===== config.mk =====
export PLATFORM = sky130hd
export DESIGN_NAME = uart_rx_core
export DESIGN_NICKNAME = d
export VERILOG_FILES = /design/src/rtl/uart_pkg.sv /design/src/rtl/uart_rx_fifo.sv /design/src/rtl/uart_rx_core.sv
export SDC_FILE = /design/constraint.sdc
export NUM_CORES = 1
export LEC_CHECK = 0
export CAP_MARGIN = 25
export CORE_MARGIN = 2
export CORE_UTILIZATION = 55
export DETAILED_ROUTE_END_ITERATION = 12
export DONT_BUFFER_PORTS = 1
export GPL_ROUTABILITY_DRIVEN = 0
export PLACE_DENSITY = 0.77
export SYNTH_ARGS = -nofsm -noshare
export SYNTH_HDL_FRONTEND = slang
export SYNTH_SLANG_ARGS = --single-unit

===== constraint.sdc =====
create_clock -name clk -period 3.9 [get_ports clk]
set_clock_uncertainty 0.1 [all_clocks]
set_input_delay 0.78 -clock clk [delete_from_list [all_inputs] [get_ports clk]]
set_output_delay 0.78 -clock clk [all_outputs]
set_load 0.03 [all_outputs]

===== src/rtl/uart_pkg.sv =====
// Shared UART definitions: FSM encoding, oversampling ratio and
// baud divider helper, reusable by a future transmitter.
package uart_pkg;

  localparam int unsigned OVERSAMPLE = 16;

  localparam logic [2:0] ST_IDLE  = 3'd0;
  localparam logic [2:0] ST_START = 3'd1;
  localparam logic [2:0] ST_DATA  = 3'd2;
  localparam logic [2:0] ST_STOP  = 3'd3;
  localparam logic [2:0] ST_BREAK = 3'd4;

  function automatic int unsigned uart_div(
    input int unsigned clk_hz,
    input int unsigned baud
  );
    int unsigned d;
    d = (clk_hz + (OVERSAMPLE / 2) * baud)
      / (OVERSAMPLE * baud);
    return (d < 1) ? 1 : d;
  endfunction

endpackage


===== src/rtl/uart_rx_fifo.sv =====
// First-word fall-through byte FIFO for the UART receiver,
// flagging pushes that arrive while full with no pop.
module uart_rx_fifo #(
  parameter int unsigned DEPTH = 4
) (
  input  logic       clk,
  input  logic       reset_n,
  input  logic       push_i,
  input  logic [7:0] data_i,
  input  logic       ready_i,
  output logic [7:0] data_o,
  output logic       valid_o,
  output logic       overrun_o
);

  localparam int AW = (DEPTH > 1) ? $clog2(DEPTH) : 1;
  localparam logic [AW:0] FULL_CNT = (AW+1)'(DEPTH);

  logic [7:0]    mem_q [DEPTH];
  logic [AW-1:0] wr_q;
  logic [AW-1:0] rd_q;
  logic [AW:0]   cnt_q;
  logic          ovr_q;

  logic empty;
  logic full;
  logic pop;
  logic wr_en;

  assign empty = (cnt_q == '0);
  assign full  = (cnt_q == FULL_CNT);
  assign pop   = ready_i & ~empty;
  // A pop frees the slot in the same cycle, so full+pop still accepts.
  assign wr_en = push_i & (~full | pop);

  always_ff @(posedge clk or negedge reset_n) begin
    if (!reset_n) begin
      for (int i = 0; i < int'(DEPTH); i++) begin
        mem_q[i] <= '0;
      end
      wr_q  <= '0;
      rd_q  <= '0;
      cnt_q <= '0;
      ovr_q <= 1'b0;
    end else begin
      ovr_q <= push_i & full & ~pop;
      if (wr_en) begin
        mem_q[wr_q] <= data_i;
        wr_q        <= wr_q + 1'b1;
      end
      if (pop) begin
        rd_q <= rd_q + 1'b1;
      end
      unique case ({wr_en, pop})
        2'b10:   cnt_q <= cnt_q + 1'b1;
        2'b01:   cnt_q <= cnt_q - 1'b1;
        default: cnt_q <= cnt_q;
      endcase
    end
  end

  assign data_o    = mem_q[rd_q];
  assign valid_o   = ~empty;
  assign overrun_o = ovr_q;

endmodule


===== src/rtl/uart_rx_core.sv =====
// Oversampling UART receiver: synchroniser, 16x tick generator,
// majority-vote bit FSM and a small receive FIFO.
module uart_rx_core
  import uart_pkg::*;
#(
  parameter int unsigned CLK_HZ     = 50_000_000,
  parameter int unsigned BAUD       = 115200,
  parameter int unsigned FIFO_DEPTH = 4
) (
  input  logic       clk,
  input  logic       reset_n,
  input  logic       rxd,
  output logic [7:0] rx_data,
  output logic       rx_valid,
  input  logic       rx_ready,
  output logic       frame_err,
  output logic       overrun,
  output logic       busy
);

  localparam int unsigned DIV = uart_div(CLK_HZ, BAUD);
  localparam int DW = (DIV > 1) ? $clog2(DIV) : 1;
  localparam logic [DW-1:0] DIV_LAST = DW'(DIV - 1);

  logic          sync_q;
  logic          rxs_q;
  logic [2:0]    state_q, state_d;
  logic [DW-1:0] div_q, div_d;
  logic [3:0]    tck_q, tck_d;
  logic [2:0]    smp_q, smp_d;
  logic [2:0]    idx_q, idx_d;
  logic [7:0]    shf_q, shf_d;
  logic          fe_q, fe_d;

  logic tick;
  logic run;
  logic maj;
  logic last;
  logic mid;
  logic push;

  assign tick = (div_q == DIV_LAST);
  assign run  = (state_q == ST_START) ||
                (state_q == ST_DATA)  ||
                (state_q == ST_STOP);
  assign last = run & tick & (tck_q == 4'd15);
  assign mid  = run & tick & (tck_q == 4'd9);

  always_comb begin
    state_d = state_q;
    div_d   = div_q;
    tck_d   = tck_q;
    smp_d   = smp_q;
    idx_d   = idx_q;
    shf_d   = shf_q;
    fe_d    = 1'b0;
    push    = 1'b0;

    // Bit timing only runs inside a frame so every frame starts aligned.
    if (!run) begin
      div_d = '0;
      tck_d = '0;
      smp_d = '0;
    end else begin
      div_d = tick ? '0 : div_q + 1'b1;
      if (tick) begin
        tck_d = tck_q + 4'd1;
        if (tck_q >= 4'd7 && tck_q <= 4'd9) begin
          smp_d = {smp_q[1:0], rxs_q};
        end
      end
    end

    maj = (smp_d[0] & smp_d[1]) |
          (smp_d[0] & smp_d[2]) |
          (smp_d[1] & smp_d[2]);

    unique case (state_q)
      ST_IDLE: begin
        if (!rxs_q) state_d = ST_START;
      end
      ST_START: begin
        if (last) begin
          state_d = maj ? ST_IDLE : ST_DATA;
          idx_d   = 3'd0;
        end
      end
      ST_DATA: begin
        if (last) begin
          shf_d[idx_q] = maj;
          idx_d        = idx_q + 3'd1;
          if (idx_q == 3'd7) state_d = ST_STOP;
        end
      end
      // Deciding mid-stop leaves time to catch the next start edge.
      ST_STOP: begin
        if (mid) begin
          push    = maj;
          fe_d    = ~maj;
          state_d = maj ? ST_IDLE : ST_BREAK;
        end
      end
      ST_BREAK: begin
        if (rxs_q) state_d = ST_IDLE;
      end
      default: state_d = ST_IDLE;
    endcase
  end

  always_ff @(posedge clk or negedge reset_n) begin
    if (!reset_n) begin
      sync_q  <= 1'b1;
      rxs_q   <= 1'b1;
      state_q <= ST_IDLE;
      div_q   <= '0;
      tck_q   <= '0;
      smp_q   <= '0;
      idx_q   <= '0;
      shf_q   <= '0;
      fe_q    <= 1'b0;
    end else begin
      sync_q  <= rxd;
      rxs_q   <= sync_q;
      state_q <= state_d;
      div_q   <= div_d;
      tck_q   <= tck_d;
      smp_q   <= smp_d;
      idx_q   <= idx_d;
      shf_q   <= shf_d;
      fe_q    <= fe_d;
    end
  end

  uart_rx_fifo #(
    .DEPTH(FIFO_DEPTH)
  ) u_fifo (
    .clk      (clk),
    .reset_n  (reset_n),
    .push_i   (push),
    .data_i   (shf_d),
    .ready_i  (rx_ready),
    .data_o   (rx_data),
    .valid_o  (rx_valid),
    .overrun_o(overrun)
  );

  assign frame_err = fe_q;
  assign busy      = (state_q != ST_IDLE);

endmodule


==> results.py <==
metrics = {
    "outcome": {
        "status": "finished, final reports clean",
    },
    "grt": {
        "antenna_found_initial": 0,
        "grt_overflow": 0,
        "grt_max_degree": 70,
        "grt_first_pass_wirelength_um": 9760,
        "track_usage": 0.179,
        "busiest_layer": "met2",
        "use_met3": 0.0447,
        "use_met1": 0.230,
        "met2_usage": 0.287,
        "grt_pass1_vias": 1987,
    },
    "critical_path": {
        "worstSetupPathType": "reg2reg",
        "worstSetupStartpointType": "flop",
        "crit_arrival_ns": 3.44,
        "worstPathRequired_ns": 4.06,
        "critPathMaxFanout": 18,
        "crit_path_end_kind": "flop",
    },
    "synthesis": {
        "synth.avg_cell_area_um2": 12.5,
        "synth_nets": 290,
        "synth_edf_count": 0,
        "synth_seq_cells": 69,
        "async_reset_ff_frac": 1.00,
        "yosys_warnings": 0,
        "synth_cell_type_count": 50,
        "ys_seq_area_frac": 0.505,
        "syn_inst": 273,
        "synth_top_flop_cell": "dfrtp_1",
        "netlist_area_mm2": 0.00342,
    },
    "finish": {
        "fin_cells": 356,
        "drive_above_1_share": 0.270,
        "fin_nets": 293,
        "layout_commonest_cell": "dfrtp_1",
        "area_growth_pct": 7.60,
        "num_antenna_cells": 0,
        "final_cell_mix": "dfrtp_1, mux2_2, nand2_1",
    },
    "power_and_ir_drop": {
        "clkPwrFrac": 0.442,
        "peakVddDrop_mv": 0.227,
        "power_frac_seq": 0.554,
        "netSwitchingFraction": 0.216,
        "power_density_mw_per_mm2": 352,
        "internal_power_mw": 1.02,
        "switchingPower_uw": 280,
        "leakage_nw": 1.68,
        "combPwrFrac": 0.003,
    },
    "placement": {
        "portBuffers": 0,
        "dp.cells": 338,
        "dp_hpwl_um": 3830,
    },
    "route": {
        "routed_wl_um": 5670,
        "routedWlPerCell_um": 15.9,
        "drt_pass1_iterations": 4,
        "routed_via_density": 5.72,
        "drc_errors": 0,
        "first_iter_violations": 65,
        "drtAntennaViolNets": 0,
        "num_vias": 2036,
    },
    "floorplan": {
        "die-area_mm2": 0.00687,
        "start_util": 0.575,
        "fp.dieH_um": 82.9,
        "die_w_um": 82.9,
        "core_area_mm2": 0.00596,
        "io_pins": 16,
        "rows": 28,
    },
    "timing": {
        "fin_hold_ws_ns": 0.0325,
        "slew_violations": 0,
        "max_freq_mhz": 305,
        "rsz0062_at_grt": "no",
        "setup_viol": 0,
        "tightest_slew_ns": 0.758,
        "tns_ns": 0,
        "period_minus_slack_ns": 3.28,
        "hold_violations": 0,
        "finalCritPeriodShare": 0.840,
        "slew_headroom": 0.490,
    },
    "clocking": {
        "clockBufferDepth": 2,
        "tritoncts": "done",
        "clk_transition_reported_paths_ns": 0.08,
        "cts_root_buf": "clkbuf_8",
        "htreeDepth": 3,
        "post_cts_buffers": 0,
        "clock-sinks": 69,
        "cts_buffers": 9,
        "clk_latency_ns": 0.34,
    },
    "job": {
        "cap_violations": 0,
    },
    "hold_path": {
        "hold_path_class": "in2async",
    },
}
-- worst paths after layout --
check | from | endpoint | slack (ns) | cells past startpoint
worst max register to register | div_q[0] | u_fifo.cnt_q[2] | 0.62 | 14
worst min register to register | sync_q | rxs_q | 0.26 | 0
worst min-delay path | reset_n | u_fifo.mem_q[2] | 0.03 | 0
worst max-delay path | div_q[0] | u_fifo.cnt_q[2] | 0.62 | 14
min in group clk | sync_q | rxs_q | 0.26 | 0
max in group asynchronous | reset_n | u_fifo.mem_q[30] | 2.64 | 1
-- kinds of logic after synthesis --
kind of cell | synth area share
AO/OA/AOI/OAI | 0.0512
multiplexers | 0.184
buffers and inverters | 0.0296
adder cells (fa/ha/maj) | 0.0497
flip-flops | 0.505
XOR/XNOR | 0.0281
AND/OR/NAND/NOR | 0.152
-- flip-flops by register name, indices dropped and copies added, names as in the netlist, 2 cells and up --
name	flops
tck_q	4
u_fifo.cnt_q	3
smp_q	3
state_q	3
u_fifo.rd_q	2
div_q	5
u_fifo.mem_q	32
idx_q	3
shf_q	8
u_fifo.wr_q	2
-- power groups by stage --
stage | registers, mW | clock network (mW) | logic, mW
6_report | 0.718 | 0.573 | 0.00442
3_5_place_dp | 0.732 | 0 | 0.000379
4_1_cts | 0.718 | 0.591 | 0.000379
2_1_floorplan | 0.732 | 0 | 0.000371
3_3_place_gp | 0.732 | 0 | 0.000407
5_1_grt | 0.718 | 0.631 | 0.00506
-- worst max-delay path, cell delays in order, from the launching register on --
cell	delay (ns)
dfrtp_1	0.41
inv_1	0.07
ha_1	0.21
nand4b_4	0.15
or3_1	0.34
o2111ai_2	0.22
o211ai_4	0.26
and2_1	0.28
inv_1	0.07
ha_1	0.18
inv_1	0.06
fa_1	0.38
xor2_1	0.15
nor2_1	0.13
xor2_1	0.19
-- synth_stat cells, drive strengths merged (5+ instances only) --
cell / number / area (µm²)
a21oi: 9 / 45.0
buf: 6 / 35.0
dfrtp: 67 / 1680
ha: 12 / 150
inv: 11 / 41.3
mux2: 40 / 450
mux4: 8 / 180
nand2: 28 / 105
nand4: 7 / 104
nor2: 18 / 70.1
o21ai: 5 / 25.0
xor2: 7 / 61.3
-- final cells by class --
cell class                 count  area, µm²
clock buffer                   9        124
clock inverter                 7       75.1
fill                         464       2270
inverter                      11       41.3
multi-input combinational    182       1590
sequential                    69       1730
tap                           75       93.8
timing repair buffer           3       27.5
-- per-stage QoR --
stage | utilization | power [mW] | cell area, µm² | setup slack, ns
6_report | 0.618 | 1.30 | 3680 | 0.624
5_1_grt | 0.618 | 1.35 | 3680 | 0.435
4_1_cts | 0.615 | 1.31 | 3660 | 0.619
3_5_place_dp | 0.582 | 0.732 | 3460 | 0.633
3_3_place_gp | 0.582 | 0.732 | 3460 | 0.778
2_1_floorplan | - | 0.732 | 3420 | 0.852
-- layer usage --
layer / up-vias / part of all wire
li1: 975 / -
met1: 1033 / 0.47
met2: 20 / 0.49
met3: 8 / 0.022
met4: 0 / 0.016
met5: - / 0
-- what timing repair did --
action	in CTS	in global routing
hold endpoints to repair	0	11
resized for setup	0	0
hold buffers	0	2
(Power assumes the default switching activity.)
